`src/rtl/mmio_arbiter_if.sv`:
```
// Bus bundle between the two requesters, the arbiter and the downstream
// memory/IO strobes; fsm_state exposes the arbiter FSM for observation.
interface mmio_arbiter_if;
  // Handshake: a master raises req and holds it with stable fields until its
  // one-cycle ack; fields are sampled only while the arbiter is idle.
  logic        m0_req, m1_req;
  logic        m0_we, m1_we;
  logic        m0_re, m1_re;
  logic        m0_signed, m1_signed;
  logic [31:0] m0_addr, m1_addr;
  logic [31:0] m0_wdata, m1_wdata;
  logic        m0_gnt, m1_gnt;
  logic        m0_ack, m1_ack;
  logic [31:0] m0_rdata, m1_rdata;
  logic        MemRead, MemWrite, ioRead, ioWrite;
  logic        is_signed;
  logic [31:0] addr_out;
  logic [31:0] din_out;
  logic [31:0] dout_in;
  logic [1:0]  fsm_state;

  modport slave (
    input  m0_req, m1_req, m0_we, m1_we, m0_re, m1_re, m0_signed, m1_signed,
    input  m0_addr, m1_addr, m0_wdata, m1_wdata, dout_in,
    output m0_gnt, m1_gnt, m0_ack, m1_ack, m0_rdata, m1_rdata,
    output MemRead, MemWrite, ioRead, ioWrite, is_signed, addr_out, din_out,
    output fsm_state
  );

  modport master (
    output m0_req, m1_req, m0_we, m1_we, m0_re, m1_re, m0_signed, m1_signed,
    output m0_addr, m1_addr, m0_wdata, m1_wdata, dout_in,
    input  m0_gnt, m1_gnt, m0_ack, m1_ack, m0_rdata, m1_rdata,
    input  MemRead, MemWrite, ioRead, ioWrite, is_signed, addr_out, din_out,
    input  fsm_state
  );
endinterface

```
`src/rtl/mmio_arbiter.sv`:
```
// Round-robin two-master arbiter for the shared memory/IO port: latches one
// request, drives registered strobes for a fixed length, returns data with ack.
module mmio_arbiter #(
  parameter int          RD_LAT  = 1,
  parameter logic [15:0] IO_BASE = 16'hFFFF
) (
  input logic          clk,
  input logic          rst,
  mmio_arbiter_if.slave bus
);
  typedef enum logic [1:0] {IDLE, ISSUE, WAIT, RESP} state_t;

  localparam logic [3:0] LAT4 = 4'(RD_LAT);

  state_t      state, state_nxt;
  logic        last, last_nxt;
  logic        win, win_nxt;
  logic        op_we, op_we_nxt;
  logic        op_re, op_re_nxt;
  logic        sgn_nxt;
  logic [31:0] addr_nxt, din_nxt;
  logic [3:0]  cnt, cnt_nxt;
  logic        cap_rd;
  logic        io_nxt, rd_nxt, wr_nxt;

  assign bus.fsm_state = state;

  always_comb begin
    state_nxt = state;
    last_nxt  = last;
    win_nxt   = win;
    op_we_nxt = op_we;
    op_re_nxt = op_re;
    sgn_nxt   = bus.is_signed;
    addr_nxt  = bus.addr_out;
    din_nxt   = bus.din_out;
    cnt_nxt   = cnt;
    cap_rd    = 1'b0;
    case (state)
      IDLE: begin
        if (bus.m0_req || bus.m1_req) begin
          // Under contention the master not served last wins.
          win_nxt = (bus.m0_req && bus.m1_req) ? ~last : bus.m1_req;
          if (win_nxt) begin
            op_we_nxt = bus.m1_we;
            op_re_nxt = bus.m1_re && !bus.m1_we;
            sgn_nxt   = bus.m1_signed;
            addr_nxt  = bus.m1_addr;
            din_nxt   = bus.m1_wdata;
          end else begin
            op_we_nxt = bus.m0_we;
            op_re_nxt = bus.m0_re && !bus.m0_we;
            sgn_nxt   = bus.m0_signed;
            addr_nxt  = bus.m0_addr;
            din_nxt   = bus.m0_wdata;
          end
          state_nxt = ISSUE;
        end
      end
      ISSUE: begin
        if (op_re && LAT4 != 4'd0) begin
          state_nxt = WAIT;
          cnt_nxt   = LAT4 - 4'd1;
        end else begin
          state_nxt = RESP;
          cap_rd    = op_re;
        end
      end
      WAIT: begin
        if (cnt == 4'd0) begin
          state_nxt = RESP;
          cap_rd    = 1'b1;
        end else begin
          cnt_nxt = cnt - 4'd1;
        end
      end
      RESP: begin
        last_nxt  = win;
        state_nxt = IDLE;
      end
      default: state_nxt = IDLE;
    endcase
    // Strobes are computed one cycle ahead so that they leave a flop.
    io_nxt = (addr_nxt[31:16] == IO_BASE);
    rd_nxt = op_re_nxt && (state_nxt == ISSUE || state_nxt == WAIT);
    wr_nxt = op_we_nxt && (state_nxt == ISSUE);
  end

  always_ff @(posedge clk) begin
    if (!rst) begin
      state         <= IDLE;
      last          <= 1'b1;
      win           <= 1'b0;
      op_we         <= 1'b0;
      op_re         <= 1'b0;
      cnt           <= 4'd0;
      bus.is_signed <= 1'b0;
      bus.addr_out  <= 32'd0;
      bus.din_out   <= 32'd0;
      bus.MemRead   <= 1'b0;
      bus.MemWrite  <= 1'b0;
      bus.ioRead    <= 1'b0;
      bus.ioWrite   <= 1'b0;
      bus.m0_gnt    <= 1'b0;
      bus.m1_gnt    <= 1'b0;
      bus.m0_ack    <= 1'b0;
      bus.m1_ack    <= 1'b0;
      bus.m0_rdata  <= 32'd0;
      bus.m1_rdata  <= 32'd0;
    end else begin
      state         <= state_nxt;
      last          <= last_nxt;
      win           <= win_nxt;
      op_we         <= op_we_nxt;
      op_re         <= op_re_nxt;
      cnt           <= cnt_nxt;
      bus.is_signed <= sgn_nxt;
      bus.addr_out  <= addr_nxt;
      bus.din_out   <= din_nxt;
      bus.MemRead   <= rd_nxt && !io_nxt;
      bus.ioRead    <= rd_nxt && io_nxt;
      bus.MemWrite  <= wr_nxt && !io_nxt;
      bus.ioWrite   <= wr_nxt && io_nxt;
      bus.m0_gnt    <= (state_nxt != IDLE) && !win_nxt;
      bus.m1_gnt    <= (state_nxt != IDLE) && win_nxt;
      bus.m0_ack    <= (state_nxt == RESP) && !win_nxt;
      bus.m1_ack    <= (state_nxt == RESP) && win_nxt;
      if (cap_rd) begin
        if (win) bus.m1_rdata <= bus.dout_in;
        else     bus.m0_rdata <= bus.dout_in;
      end
    end
  end
endmodule
```
`src/flat_wrapper.sv`:
```
// flat-port wrapper written by rule: the top's interface ports become plain ports
module mmio_arbiter_flat 
#(
  parameter int          RD_LAT  = 1,
  parameter logic [15:0] IO_BASE = 16'hFFFF
)
  (clk, rst, bus_m0_req, bus_m1_req, bus_m0_we, bus_m1_we, bus_m0_re, bus_m1_re, bus_m0_signed, bus_m1_signed, bus_m0_addr, bus_m1_addr, bus_m0_wdata, bus_m1_wdata, bus_dout_in, bus_m0_gnt, bus_m1_gnt, bus_m0_ack, bus_m1_ack, bus_m0_rdata, bus_m1_rdata, bus_MemRead, bus_MemWrite, bus_ioRead, bus_ioWrite, bus_is_signed, bus_addr_out, bus_din_out, bus_fsm_state);
  mmio_arbiter_if bus_i ();
  input logic clk;
  input logic rst;
  input wire logic [$bits(bus_i.m0_req)-1:0] bus_m0_req;
  input wire logic [$bits(bus_i.m1_req)-1:0] bus_m1_req;
  input wire logic [$bits(bus_i.m0_we)-1:0] bus_m0_we;
  input wire logic [$bits(bus_i.m1_we)-1:0] bus_m1_we;
  input wire logic [$bits(bus_i.m0_re)-1:0] bus_m0_re;
  input wire logic [$bits(bus_i.m1_re)-1:0] bus_m1_re;
  input wire logic [$bits(bus_i.m0_signed)-1:0] bus_m0_signed;
  input wire logic [$bits(bus_i.m1_signed)-1:0] bus_m1_signed;
  input wire logic [$bits(bus_i.m0_addr)-1:0] bus_m0_addr;
  input wire logic [$bits(bus_i.m1_addr)-1:0] bus_m1_addr;
  input wire logic [$bits(bus_i.m0_wdata)-1:0] bus_m0_wdata;
  input wire logic [$bits(bus_i.m1_wdata)-1:0] bus_m1_wdata;
  input wire logic [$bits(bus_i.dout_in)-1:0] bus_dout_in;
  output wire logic [$bits(bus_i.m0_gnt)-1:0] bus_m0_gnt;
  output wire logic [$bits(bus_i.m1_gnt)-1:0] bus_m1_gnt;
  output wire logic [$bits(bus_i.m0_ack)-1:0] bus_m0_ack;
  output wire logic [$bits(bus_i.m1_ack)-1:0] bus_m1_ack;
  output wire logic [$bits(bus_i.m0_rdata)-1:0] bus_m0_rdata;
  output wire logic [$bits(bus_i.m1_rdata)-1:0] bus_m1_rdata;
  output wire logic [$bits(bus_i.MemRead)-1:0] bus_MemRead;
  output wire logic [$bits(bus_i.MemWrite)-1:0] bus_MemWrite;
  output wire logic [$bits(bus_i.ioRead)-1:0] bus_ioRead;
  output wire logic [$bits(bus_i.ioWrite)-1:0] bus_ioWrite;
  output wire logic [$bits(bus_i.is_signed)-1:0] bus_is_signed;
  output wire logic [$bits(bus_i.addr_out)-1:0] bus_addr_out;
  output wire logic [$bits(bus_i.din_out)-1:0] bus_din_out;
  output wire logic [$bits(bus_i.fsm_state)-1:0] bus_fsm_state;
  assign bus_i.m0_req = bus_m0_req;
  assign bus_i.m1_req = bus_m1_req;
  assign bus_i.m0_we = bus_m0_we;
  assign bus_i.m1_we = bus_m1_we;
  assign bus_i.m0_re = bus_m0_re;
  assign bus_i.m1_re = bus_m1_re;
  assign bus_i.m0_signed = bus_m0_signed;
  assign bus_i.m1_signed = bus_m1_signed;
  assign bus_i.m0_addr = bus_m0_addr;
  assign bus_i.m1_addr = bus_m1_addr;
  assign bus_i.m0_wdata = bus_m0_wdata;
  assign bus_i.m1_wdata = bus_m1_wdata;
  assign bus_i.dout_in = bus_dout_in;
  assign bus_m0_gnt = bus_i.m0_gnt;
  assign bus_m1_gnt = bus_i.m1_gnt;
  assign bus_m0_ack = bus_i.m0_ack;
  assign bus_m1_ack = bus_i.m1_ack;
  assign bus_m0_rdata = bus_i.m0_rdata;
  assign bus_m1_rdata = bus_i.m1_rdata;
  assign bus_MemRead = bus_i.MemRead;
  assign bus_MemWrite = bus_i.MemWrite;
  assign bus_ioRead = bus_i.ioRead;
  assign bus_ioWrite = bus_i.ioWrite;
  assign bus_is_signed = bus_i.is_signed;
  assign bus_addr_out = bus_i.addr_out;
  assign bus_din_out = bus_i.din_out;
  assign bus_fsm_state = bus_i.fsm_state;
  mmio_arbiter #(.RD_LAT(RD_LAT), .IO_BASE(IO_BASE)) u_core (.clk(clk), .rst(rst), .bus(bus_i));
endmodule
```
`config.mk`:
```
export PLATFORM = sky130hd
export DESIGN_NAME = mmio_arbiter_flat
export DESIGN_NICKNAME = d
export VERILOG_FILES = /design/src/rtl/mmio_arbiter_if.sv /design/src/rtl/mmio_arbiter.sv /design/src/flat_wrapper.sv
export SDC_FILE = /design/constraint.sdc
export NUM_CORES = 1
export LEC_CHECK = 0
export CAP_MARGIN = 20
export CORE_MARGIN = 2
export CORE_UTILIZATION = 43
export DETAILED_ROUTE_END_ITERATION = 6
export GPL_TIMING_DRIVEN = 0
export PLACE_DENSITY_LB_ADDON = 0.1
export SETUP_SLACK_MARGIN = 0.15
export SLEW_MARGIN = 30
export SYNTH_ARGS = -nofsm -noshare
export SYNTH_HDL_FRONTEND = slang
export SYNTH_SLANG_ARGS = --single-unit
```
`constraint.sdc`:
```
create_clock -name clk -period 2.9 [get_ports clk]
set_input_delay 0.87 -clock clk [delete_from_list [all_inputs] [get_ports clk]]
set_output_delay 0.87 -clock clk [all_outputs]
set_load 0.05 [all_outputs]
```
; After elaboration in Yosys (flattened, before gate mapping)
; Cells that the tools add are included.
[word_totals]
ff_bits = 147
input_bits = 170
output_inout_bits = 139
word_cells = 82
[classes]
add_sub_neg = 1
n_eq_ne = 9
n_mux = 23
bitwise_logic = 2
n_reduce_logical = 27
[ops]
columns = cell, count
row1 = 32-bit 2-to-1 mux, 4
row2 = "16-bit == test, second input constant", 1
row3 = 1-bit logical AND, 13
row4 = 1-bit 2-to-1 mux, 13
row5 = "2-bit == test, second input constant", 4
row6 = 4-bit 2-to-1 mux, 2
row7 = 2-bit case mux with 4 select lines, 1
row8 = 4-bit case mux with 2 select lines, 1
row9 = 2-bit AND reduction, 3
row10 = "2-bit by 1-bit == test with 1-bit output, second input constant", 2
row11 = 1-bit logical NOT, 4
row12 = 4-bit logical NOT, 1
row13 = 2-bit 2-to-1 mux, 2
row14 = 2-bit nonzero test, 2
row15 = "4-bit by 1-bit subtractor with 4-bit output, second input constant", 1
row16 = 3-bit AND reduction, 1
row17 = 2-bit logical NOT, 1
row18 = 1-bit logical OR, 2
row19 = "2-bit by 1-bit != test with 1-bit output, second input constant", 1
row20 = "2-bit != test, second input constant", 1
row21 = 1-bit inverter, 2

; Logic depth before layout (Yosys ltp)
[logic_depth]
depth_word = 8
mapped_depth = 9
depth_no_buf = 7

; Worst setup path before layout
; OpenSTA, ideal clock, no wires.
[synth_path]
path_kind = flip-flop to flip-flop
from = reg u_core.state[0] (netlist: u_core.bus.fsm_state[0])
to = reg u_core.bus.MemRead
setup_time_ps = 116
arrival_time_ps = 2170
t_required_ps = 2784
path_slack_ps = 614
stages_incl_launch_ff = 9
path_buffers = 1
synth_period_minus_slack_ps = 2286
path_cell_list = dfxtp_1 -> inv_1 -> ha_1 -> clkbuf_1 -> nor2b_1 -> a32oi_1 -> and4_1 -> nand4b_1 -> o211a_1
[synth_between]
elab_chain_len = 6
elab_cells_between_ends = 16
classes_between = 6 x eq/ne / 5 x mux / 5 x reduce/logical
[synth_lines]
columns = item, line_no
row1 = start: declaration, mmio_arbiter.sv:15  ; state_t state, state_nxt;
row2 = start signal: assignment, mmio_arbiter.sv:111  ; state <= state_nxt;
row3 = 2-bit == test (tied with other cells), mmio_arbiter.sv:39  ; case (state)
row4 = 2-bit case mux with 4 select lines, mmio_arbiter.sv:39
row5 = 2-bit by 1-bit == test with 1-bit output / 2-bit == test (equally long branches), mmio_arbiter.sv:85  ; rd_nxt = op_re_nxt && (state_nxt == ISSUE || state_nxt == WAIT);
row6 = 1-bit logical OR, mmio_arbiter.sv:85
row7 = 1-bit logical AND, mmio_arbiter.sv:85
row8 = 1-bit logical AND (*), mmio_arbiter.sv:120  ; bus.MemRead <= rd_nxt && !io_nxt;
row9 = end signal: assignment, mmio_arbiter.sv:120
row10 = end: declaration, mmio_arbiter_if.sv:26  ; output MemRead, MemWrite, ioRead, ioWrite, is_signed, addr_out, din_out,
; Every way passes the cells marked *; elsewhere a longest branch is shown, timed or not.
; A chain may end at the register's enable or synchronous reset.

; Final worst setup path
[layout_path]
from = reg u_core.state[0] (netlist: u_core.bus.fsm_state[0])
to = out bus_fsm_state[0]
[layout_lines]
columns = item, line_no
row1 = end: declaration, flat_wrapper.sv:37  ; output wire logic [$bits(bus_i.fsm_state)-1:0] bus_fsm_state;
; No word-level cell between the ends.

==> results.txt <==
number of global-route vias before repair: 6112
CP cell instances: clkdlybuf4s50_1
Critical Path RT: 2030 ps
Clock Tree Buf Depth: 2
Die W: 123 um
Fill cells: 1184
DP Worst Slack: 11.8 ps
DR iter-0 viols: 359
most frequent cell after synthesis: nand2_1
Pint: 5390 uW
hold crit path type: register to register
gr usage total: 27.5%
Clock Latency Late Sink: 420 ps
Setup Skew: 5.28 ps
Final Power: 9620 uW
IO Count: 309
logic gate share of total power: 49.3%
P_sw: 4240 uW
Syn. warnings: 0
power per cell area: 972 nW/um^2
Yosys top cell by area: dfxtp_1
setup ws final: 310 ps
register share of total power: 29.3%
TNS Setup: 0 ps
hold slack: 452 ps
CTS resizes: 0
Synth top cells by count: 236 x nand2_1, 147 x dfxtp_1, 73 x a21oi_1
Max-Cap Viols: 0
clock sink count: 147
Top delay family on crit path: buffers and inverters
largest net degree at the start of global routing: 17
DRT antenna net count: 0
Avg Inst Size Synth: 8.18 sq um
I/O Buffers: 307
sequential share of the synthesized area: 48.5%
Synth top area share: 48.5%
Synth-to-Final Area Change: 63.4%
H-tree depth: 4
Synth Instances: 741
critical path type: register to output port
critical path launch point type: register
Peak VDD IR: 707 uV
proportion of layout cells with a drive suffix above 1: 6.03%
drt drc: 0
nets: 1244
critical path peak fanout: 6
CP Capture Type: output port
first-pass GRT wire length: 31.7 mm
DR vias: 6496
Die Y: 123 um
drt first pass iters: 5
outcome: completed
Reg clk slew, reported paths: 60 ps
final slew viol count: 0
Slew @ Worst Pin: 599 ps
Post-CTS Hold Fix Bufs: 0
ranking of synthesized cells by area: dfxtp_1 49%, nand2_1 15%, a311oi_1 7.1%
CP max stage delay: 850 ps
relative max-transition margin: 60.0%
total congestion overflow: 0
Final setup viols: 0
antenna violations before repair: 0
post-route minimum period: 2590 ps
die area: 15100 sq um
diode count: 0
Cell variety after synth: 48
sw frac: 44.0%
Buf+Inv Stages, Crit Path: 1
RSZ-0062 raised after global routing: false
GP Congestion: 0.883
Core ar.: 13800 sq um
starting density of the core: 43.8%
synthesized area: 6060 sq um
CTS tree: done
Clock Power Share: 21.4%
top_reg_cell synth: dfxtp_1
post-synth net total: 918
routed len/inst: 16.8 um
Yosys reg bits: 147
Rows: 43
leak pwr: 0.00373 uW
DR vias/cell: 5.16
Setup Fix Bufs, Post-CTS: 0
final WL: 21.1 mm
CP arrival: 1720 ps
CTS buffer count: 17
Post-synth EDFFs: 0
clock root cell: clkbuf_16
Async SR Flop Fraction: 0%
Max Clock Freq: 0.386 GHz
Hold Violations, Final: 0
ratio of final minimum period to clock period: 89.3%
hpwl dp: 16.1 mm
Critical-path top delay cell: clkdlybuf4s50_1
-- stage by stage --
stage,util [%],cell area [sq um],instances
5_1_grt,71.6,9900,1258
3_3_place_gp,67.7,9360,1228
6_report,71.6,9900,1258
2_1_floorplan,-,6060,741
3_5_place_dp,67.7,9360,1228
4_1_cts,71.6,9900,1258
-- worst paths after layout --
check,start,cells after the start,to,slack [ps]
max,u_core.bus.fsm_state[0],1,bus_fsm_state[0],310
min,u_core.bus.m1_rdata[17],2,u_core.bus.m1_rdata[17],450
max reg2reg,u_core.bus.fsm_state[0],8,u_core.bus.ioRead,480
min reg2reg,u_core.bus.m1_rdata[17],2,u_core.bus.m1_rdata[17],450
-- metal layers --
metal	GRT usage, %	routed length (um)
met2	46.5	10400
met1	32.7	8430
met4	11.3	625
met3	7.90	1680
met5	0	0
-- placed cells by master (no fill, tap or decap), drive strengths merged, types with 12 or more instances in the layout --
| cell type | netlist | final |
|---|---|---|
| dfxtp | 147 | 147 |
| a21oi | 73 | 73 |
| clkdlybuf4s50 | 0 | 307 |
| clkbuf | 32 | 53 |
| buf | 27 | 27 |
| nor2 | 53 | 53 |
| nand2 | 237 | 237 |
| nor2b | 24 | 24 |
| a311oi | 50 | 50 |
| o211a | 12 | 12 |
-- power by group through the flow --
stage,clock network (uW),registers (uW),logic (uW)
6_report,2060,2820,4750
5_1_grt,2150,2870,5050
4_1_cts,2080,2820,4760
3_5_place_dp,0,2850,4740
3_3_place_gp,0,2840,4700
2_1_floorplan,0,4420,1490
-- cell type report --
class | instances | area [sq um] | area share [%]
Timing Repair Buffer | 307 | 3070 | 31.0
Clock buffer | 21 | 460 | 4.65
Inverter | 6 | 22.5 | 0.227
Tap cell | 180 | 225 | 2.27
Multi-Input combinational cell | 529 | 2820 | 28.5
Buffer | 59 | 278 | 2.80
Clock inverter | 9 | 82.6 | 0.834
Sequential cell | 147 | 2940 | 29.7
-- registers in the layout, indices dropped and copies added, names as in the netlist, 2 cells and up --
signal                cells
u_core.bus.fsm_state      2
u_core.bus.m0_rdata      32
u_core.bus.din_out       32
u_core.cnt                4
u_core.bus.addr_out      32
u_core.bus.m1_rdata      32
-- cell families after synthesis --
logic type | share of synthesized area, %
xor+xnor | 0.145
flops | 48.5
simple gates | 24.5
compound gates | 20.2
buf+inv | 4.95
fa+ha+maj | 1.44
mux | 0.165
No activity file was read; power rests on OpenSTA's default activity.
